File: src/rtl/writeback_stage_if.sv
// Bundle of memory-stage inputs, register-file read ports, scoreboard and
// writeback status signals for the writeback stage.
interface writeback_stage_if #(
    parameter int DW   = 16,
    parameter int CNTW = 16
);
    logic            i_stage5in;
    logic [DW-1:0]   i_irin;
    logic [DW-1:0]   i_addrin;
    logic [DW-1:0]   i_datain;
    logic [3:0]      i_raddr_a;
    logic [3:0]      i_raddr_b;
    logic [DW-1:0]   o_rdata_a;
    logic [DW-1:0]   o_rdata_b;
    logic            i_issue_en;
    logic [3:0]      i_issue_rd;
    logic            o_hazard_a;
    logic            o_hazard_b;
    logic            o_wb_en;
    logic [3:0]      o_wb_rd;
    logic [DW-1:0]   o_wb_data;
    logic [DW-1:0]   o_wb_addr;
    logic            o_stage5out;
    logic [CNTW-1:0] o_retired;

    modport slave (
        input  i_stage5in, i_irin, i_addrin, i_datain, i_raddr_a, i_raddr_b,
               i_issue_en, i_issue_rd,
        output o_rdata_a, o_rdata_b, o_hazard_a, o_hazard_b, o_wb_en, o_wb_rd,
               o_wb_data, o_wb_addr, o_stage5out, o_retired
    );

    modport master (
        output i_stage5in, i_irin, i_addrin, i_datain, i_raddr_a, i_raddr_b,
               i_issue_en, i_issue_rd,
        input  o_rdata_a, o_rdata_b, o_hazard_a, o_hazard_b, o_wb_en, o_wb_rd,
               o_wb_data, o_wb_addr, o_stage5out, o_retired
    );
endinterface

File: src/rtl/writeback_stage.sv
// Pipeline writeback stage: register file with bypassed combinational reads,
// per-register busy scoreboard for decode hazards, and a retired counter.
module writeback_stage #(
    parameter int DW   = 16,
    parameter int NREG = 16,
    parameter int CNTW = 16
) (
    input  logic              clk,
    input  logic              rst,
    writeback_stage_if.slave  bus
);
    localparam logic [3:0] OP_ADD  = 4'd0;
    localparam logic [3:0] OP_SUB  = 4'd1;
    localparam logic [3:0] OP_AND  = 4'd2;
    localparam logic [3:0] OP_OR   = 4'd3;
    localparam logic [3:0] OP_ADDI = 4'd4;
    localparam logic [3:0] OP_LW   = 4'd5;

    logic [DW-1:0]   r_regs [NREG];
    logic [NREG-1:0] r_busy;
    logic [NREG-1:0] w_busy_next;
    logic            r_wb_en;
    logic [3:0]      r_wb_rd;
    logic [DW-1:0]   r_wb_data;
    logic [DW-1:0]   r_wb_addr;
    logic            r_stage5out;
    logic [CNTW-1:0] r_retired;

    logic [3:0] w_op;
    logic [3:0] w_rd;
    logic       w_is_wr;
    logic       w_commit;
    logic       w_byp_a;
    logic       w_byp_b;
    wire        w_unused = &{1'b0, bus.i_irin[7:0]};

    assign w_op = bus.i_irin[15:12];
    assign w_rd = bus.i_irin[11:8];

    always_comb begin
        w_is_wr = 1'b0;
        case (w_op)
            OP_ADD, OP_SUB, OP_AND, OP_OR, OP_ADDI, OP_LW: w_is_wr = 1'b1;
            default:                                       w_is_wr = 1'b0;
        endcase
    end

    // Gating on valid first keeps an undefined IR from reaching any state.
    assign w_commit = bus.i_stage5in && w_is_wr && (w_rd != 4'd0);
    assign w_byp_a  = w_commit && (w_rd == bus.i_raddr_a);
    assign w_byp_b  = w_commit && (w_rd == bus.i_raddr_b);

    assign bus.o_rdata_a  = (bus.i_raddr_a == 4'd0) ? '0 :
                            w_byp_a ? bus.i_datain : r_regs[bus.i_raddr_a];
    assign bus.o_rdata_b  = (bus.i_raddr_b == 4'd0) ? '0 :
                            w_byp_b ? bus.i_datain : r_regs[bus.i_raddr_b];
    assign bus.o_hazard_a = (bus.i_raddr_a != 4'd0) && r_busy[bus.i_raddr_a] && !w_byp_a;
    assign bus.o_hazard_b = (bus.i_raddr_b != 4'd0) && r_busy[bus.i_raddr_b] && !w_byp_b;

    // A new issue to r overrides a commit clearing r: the newer producer is still in flight.
    genvar gi;
    generate
        for (gi = 0; gi < NREG; gi++) begin : g_busy
            if (gi == 0) begin : g_zero
                assign w_busy_next[gi] = 1'b0;
            end else begin : g_reg
                assign w_busy_next[gi] =
                    (bus.i_issue_en && (bus.i_issue_rd == 4'(gi))) ? 1'b1 :
                    (w_commit && (w_rd == 4'(gi)))                 ? 1'b0 :
                    r_busy[gi];
            end
        end
    endgenerate

    always_ff @(posedge clk or posedge rst) begin
        if (rst) begin
            for (int i = 0; i < NREG; i++) r_regs[i] <= '0;
            r_busy      <= '0;
            r_wb_en     <= 1'b0;
            r_wb_rd     <= '0;
            r_wb_data   <= '0;
            r_wb_addr   <= '0;
            r_stage5out <= 1'b0;
            r_retired   <= '0;
        end else begin
            r_busy  <= w_busy_next;
            r_wb_en <= w_commit;
            if (w_commit) begin
                r_regs[w_rd] <= bus.i_datain;
                r_wb_rd      <= w_rd;
                r_wb_data    <= bus.i_datain;
            end
            r_stage5out <= bus.i_stage5in;
            if (bus.i_stage5in) begin
                r_wb_addr <= bus.i_addrin;
                r_retired <= r_retired + CNTW'(1);
            end
        end
    end

    assign bus.o_wb_en     = r_wb_en;
    assign bus.o_wb_rd     = r_wb_rd;
    assign bus.o_wb_data   = r_wb_data;
    assign bus.o_wb_addr   = r_wb_addr;
    assign bus.o_stage5out = r_stage5out;
    assign bus.o_retired   = r_retired;
endmodule
File: src/flat_wrapper.sv
// flat-port wrapper written by rule: the top's interface ports become plain ports
module writeback_stage_flat 
#(
    parameter int DW   = 16,
    parameter int NREG = 16,
    parameter int CNTW = 16
)
  (clk, rst, bus_i_stage5in, bus_i_irin, bus_i_addrin, bus_i_datain, bus_i_raddr_a, bus_i_raddr_b, bus_i_issue_en, bus_i_issue_rd, bus_o_rdata_a, bus_o_rdata_b, bus_o_hazard_a, bus_o_hazard_b, bus_o_wb_en, bus_o_wb_rd, bus_o_wb_data, bus_o_wb_addr, bus_o_stage5out, bus_o_retired);
  writeback_stage_if #(.DW(DW), .CNTW(CNTW)) bus_i ();
  input  logic clk;
  input  logic rst;
  input wire logic [$bits(bus_i.i_stage5in)-1:0] bus_i_stage5in;
  input wire logic [$bits(bus_i.i_irin)-1:0] bus_i_irin;
  input wire logic [$bits(bus_i.i_addrin)-1:0] bus_i_addrin;
  input wire logic [$bits(bus_i.i_datain)-1:0] bus_i_datain;
  input wire logic [$bits(bus_i.i_raddr_a)-1:0] bus_i_raddr_a;
  input wire logic [$bits(bus_i.i_raddr_b)-1:0] bus_i_raddr_b;
  input wire logic [$bits(bus_i.i_issue_en)-1:0] bus_i_issue_en;
  input wire logic [$bits(bus_i.i_issue_rd)-1:0] bus_i_issue_rd;
  output wire logic [$bits(bus_i.o_rdata_a)-1:0] bus_o_rdata_a;
  output wire logic [$bits(bus_i.o_rdata_b)-1:0] bus_o_rdata_b;
  output wire logic [$bits(bus_i.o_hazard_a)-1:0] bus_o_hazard_a;
  output wire logic [$bits(bus_i.o_hazard_b)-1:0] bus_o_hazard_b;
  output wire logic [$bits(bus_i.o_wb_en)-1:0] bus_o_wb_en;
  output wire logic [$bits(bus_i.o_wb_rd)-1:0] bus_o_wb_rd;
  output wire logic [$bits(bus_i.o_wb_data)-1:0] bus_o_wb_data;
  output wire logic [$bits(bus_i.o_wb_addr)-1:0] bus_o_wb_addr;
  output wire logic [$bits(bus_i.o_stage5out)-1:0] bus_o_stage5out;
  output wire logic [$bits(bus_i.o_retired)-1:0] bus_o_retired;
  assign bus_i.i_stage5in = bus_i_stage5in;
  assign bus_i.i_irin = bus_i_irin;
  assign bus_i.i_addrin = bus_i_addrin;
  assign bus_i.i_datain = bus_i_datain;
  assign bus_i.i_raddr_a = bus_i_raddr_a;
  assign bus_i.i_raddr_b = bus_i_raddr_b;
  assign bus_i.i_issue_en = bus_i_issue_en;
  assign bus_i.i_issue_rd = bus_i_issue_rd;
  assign bus_o_rdata_a = bus_i.o_rdata_a;
  assign bus_o_rdata_b = bus_i.o_rdata_b;
  assign bus_o_hazard_a = bus_i.o_hazard_a;
  assign bus_o_hazard_b = bus_i.o_hazard_b;
  assign bus_o_wb_en = bus_i.o_wb_en;
  assign bus_o_wb_rd = bus_i.o_wb_rd;
  assign bus_o_wb_data = bus_i.o_wb_data;
  assign bus_o_wb_addr = bus_i.o_wb_addr;
  assign bus_o_stage5out = bus_i.o_stage5out;
  assign bus_o_retired = bus_i.o_retired;
  writeback_stage #(.DW(DW), .NREG(NREG), .CNTW(CNTW)) u_core (.clk(clk), .rst(rst), .bus(bus_i));
endmodule
File: config.mk
export PLATFORM = sky130hd
export DESIGN_NAME = writeback_stage_flat
export DESIGN_NICKNAME = d
export VERILOG_FILES = /design/src/rtl/writeback_stage_if.sv /design/src/rtl/writeback_stage.sv /design/src/flat_wrapper.sv
export SDC_FILE = /design/constraint.sdc
export NUM_CORES = 1
export LEC_CHECK = 0
export CAP_MARGIN = 15
export CORE_MARGIN = 2
export CORE_UTILIZATION = 45
export CTS_BUF_LIST = sky130_fd_sc_hd__clkbuf_2 sky130_fd_sc_hd__clkbuf_4 sky130_fd_sc_hd__clkbuf_8
export CTS_CLUSTER_DIAMETER = 60
export DETAILED_ROUTE_END_ITERATION = 8
export PLACE_DENSITY = 0.7
export SETUP_SLACK_MARGIN = 0.15
export SLEW_MARGIN = 20
export SYNTH_ARGS = -nofsm -noshare
export SYNTH_HDL_FRONTEND = slang
export SYNTH_SLANG_ARGS = --single-unit
File: constraint.sdc
create_clock -name clk -period 20.8 [get_ports clk]
set_input_delay 5.2 -clock clk [delete_from_list [all_inputs] [get_ports clk]]
set_output_delay 5.2 -clock clk [all_outputs]
set_load 0.01 [all_outputs]
==> summary.txt <==
Global routing
  – Vias in the first global route: 11200
  – Initial antenna violation count: 0
  – First-pass GRT wire length: 66400 um
  – Largest net degree at the start of global routing: 99
  – GR Overflow Total: 0
  – Overall Global Routing Usage: 0.226

STA
  – Fmax: 70.2 MHz
  – RSZ-0062 raised after global routing: no
  – Final hold violations: 0
  – Final slew viol count: 0
  – Min Tclk post-route: 14.25 ns
  – Fin crit share: 0.685
  – Final setup viols: 0
  – Normalized max-slew margin: 0.295
  – Clock skew: 0.00337 ns
  – Setup TNS: 0 ns
  – Worst-margin pin slew: 1.06 ns

Hold path
  – Worst Hold Class: reg2reg

Cells and area
  – Area growth syn-to-layout: 17.2%
  – Fin area: 0.0200 mm2
  – Fillcell total: 3129
  – Antenna diodes: 0
  – Nets@finish: 1293
  – Share of layout cells above drive strength 1: 0.434
  – Multi-input gate area: 0.00831 mm2
  – Seq. cell area: 0.00813 mm2

Synthesis
  – Mapped Area: 0.0171 mm2
  – Post-synth top area cell: dfrtp_1
  – Post-synthesis sequential area ratio: 0.477
  – YS warnings: 0
  – Top-area cell type share of the netlist area: 0.477
  – Dominant cells by area after synthesis: dfrtp_1 (48%), mux4_2 (18%), mux2_2 (17%)
  – Mapped Cells: 1112
  – Synth async-reset ratio: 1.00
  – Cell with the most instances after synthesis: dfrtp_1
  – Syn avg cell area: 15.3 um2
  – Seq cells post-synth: 325
  – Netlist cell types: 44
  – EDFF count, synth: 0
  – Syn nets: 1177
  – Top cells by count, synth: dfrtp_1 (325), mux2_2 (261), mux4_2 (136), mux2i_1 (94), buf_2 (42)
  – Synth Flop Type: dfrtp_1

CTS
  – CTS tree: done
  – Clock sink count: 325
  – Clk_lat worst skew: 0.62 ns
  – Clock transition at path regs: 0.06 ns
  – Number of H-tree levels: 2
  – CTS Buf Count: 56
  – Hold buffers post-CTS: 0
  – CTS max path bufs: 3
  – Resize count post-CTS: 0
  – Clock root buffer master: clkbuf_8
  – Setup Fix Bufs, Post-CTS: 0

Power and ir drop
  – Clock power share: 0.351
  – P_int: 1.38 mW
  – VDD IR-drop max: 0.0000519 V
  – Logic pwr share: 0.215
  – Leakage: 8.77 nW
  – Switch Pwr: 0.501 mW
  – P per Cell Area: 93.9 mW/mm2
  – Switching part of the total: 0.267
  – Sequential share of power: 0.434

Floorplanning
  – Die height: 199 um
  – Initial Util: 0.455
  – Die width: 199 um
  – I/O Pins: 152
  – Die Area: 0.0395 mm2
  – Num rows: 71
  – Core area: 0.0375 mm2

Setup path
  – Crit end category: primary output
  – Crit Path Class: in2out
  – Critical path's slowest cell: and2_1
  – Flop-to-flop setup slack: 19.23 ns
  – Crit path launch type: input port
  – Critical path fanouts, max: 24
  – Critical Path RT: 15.60 ns
  – CP Cell Sequence: clkdlybuf4s50_1 -> buf_4 -> and2b_2 -> and2_1 -> nand2_4 -> inv_2 -> and2_1 -> buf_4 -> a22o_1 -> clkdlybuf4s50_1
  – Worst path top cell family by delay: buffers and inverters
  – Slowest cell delay on critical path: 0.65 ns
  – Arrival time worst endpoint: 9.05 ns
  – Worst path bufs/invs: 5

Route
  – Post-Route WL: 43100 um
  – Wire per inst: 24.1 um
  – DRC: 0
  – Drt pass-1 iters: 4
  – 1st-iter DRT viols: 571
  – Antenna Nets Post-Route: 0
  – Via density: 5.86
  – Via Count: 10400

Placement
  – HPWL Detailed: 25200 um
  – Quantity of I/O buffers inserted on ports: 142
  – RePlAce Congestion: 0.799
  – Dpl cell area: 0.0187 mm2

Flow run
  – MaxCap Viol Count: 0

Status
  – Outcome: complete, no violations
[placed cells by master (no fill, tap or decap), drive strengths merged, types with 5 or more instances in the layout]
cell type      synthesis  routed
nand2                 20      20
clkbuf                36      86
nor2b                  6       6
xnor2                 10      10
mux2                 273     273
clkdlybuf4s50          0     134
a22o                  37      37
nor2                  13      13
nand3                 11      11
clkinv                 0      10
buf                   73      33
xor2                  13      13
nand4                  9       9
dfrtp                325     325
mux4                 136     136
o21ai                 11      11
nand3b                 5       5
mux2i                 94      94
[routing by layer]
metal	up-vias	routed length (um)	GRT usage
li1	4514	-	-
met1	5537	18900	0.311
met2	317	20400	0.360
met3	81	2530	0.0429
met4	0	1290	0.0843
met5	-	0	0
[metrics by stage]
step	worst slack [ns]	total power [mW]	instances	hold WS [ns]	utilization
final	6.55	1.88	1784	0.390	0.533
after detailed placement	6.51	1.23	1681	0.384	0.498
after floorplan	6.60	1.08	1112	0.441	-
after CTS	6.51	1.89	1784	0.398	0.533
after global placement	6.56	1.22	1681	0.377	0.498
after global routing	6.36	1.96	1784	0.407	0.533
[layout make-up]
| class | count | share of cell area |
|---|---|---|
| multi-input cells | 674 | 0.416 |
| flip-flops and latches | 325 | 0.407 |
| repair buffers | 167 | 0.0791 |
| clock buffers | 86 | 0.0552 |
| well taps | 511 | 0.0320 |
| clock inverters | 17 | 0.00964 |
| inverters | 4 | 0.00113 |
[power groups by stage]
stage	clock (mW)	combinational, mW	sequential [mW]
floorplan	0	0.273	0.809
global placement	0	0.400	0.816
detailed placement	0	0.407	0.823
CTS	0.673	0.408	0.813
global route	0.699	0.435	0.829
finish	0.659	0.403	0.815
[path summary, 6_finish.rpt]
| path | cells past startpoint | startpoint | to |
|---|---|---|---|
| worst max-delay path | 10 | bus_i_stage5in | bus_o_rdata_a[15] |
| worst min-delay path | 0 | u_core.r_regs[248] | u_core.r_regs[248] |
| worst max register to register | 4 | u_core.bus.o_retired[2] | u_core.bus.o_retired[13] |
| worst min register to register | 0 | u_core.r_regs[248] | u_core.r_regs[248] |
| max in group asynchronous | 4 | rst | u_core.r_regs[189] |
| min in group asynchronous | 2 | rst | u_core.bus.o_wb_data[0] |
[sequential cells by signal, indices dropped and copies added (netlist names)]
register / count
u_core.r_busy: 15
u_core.bus.o_wb_addr: 16
u_core.bus.o_retired: 16
u_core.r_regs: 256
u_core.bus.o_wb_rd: 4
u_core.bus.o_wb_en: 1
u_core.bus.o_stage5out: 1
u_core.bus.o_wb_data: 16
[kinds of logic after synthesis]
kind of cell | after synthesis | share of synthesized area
flops | 325 | 0.477
simple gates | 89 | 0.0313
xor+xnor | 23 | 0.0118
fa+ha+maj | 1 | 0.000734
buf+inv | 113 | 0.0359
compound gates | 58 | 0.0282
mux | 503 | 0.415
Note: power is estimated with default switching activity, not from simulation.
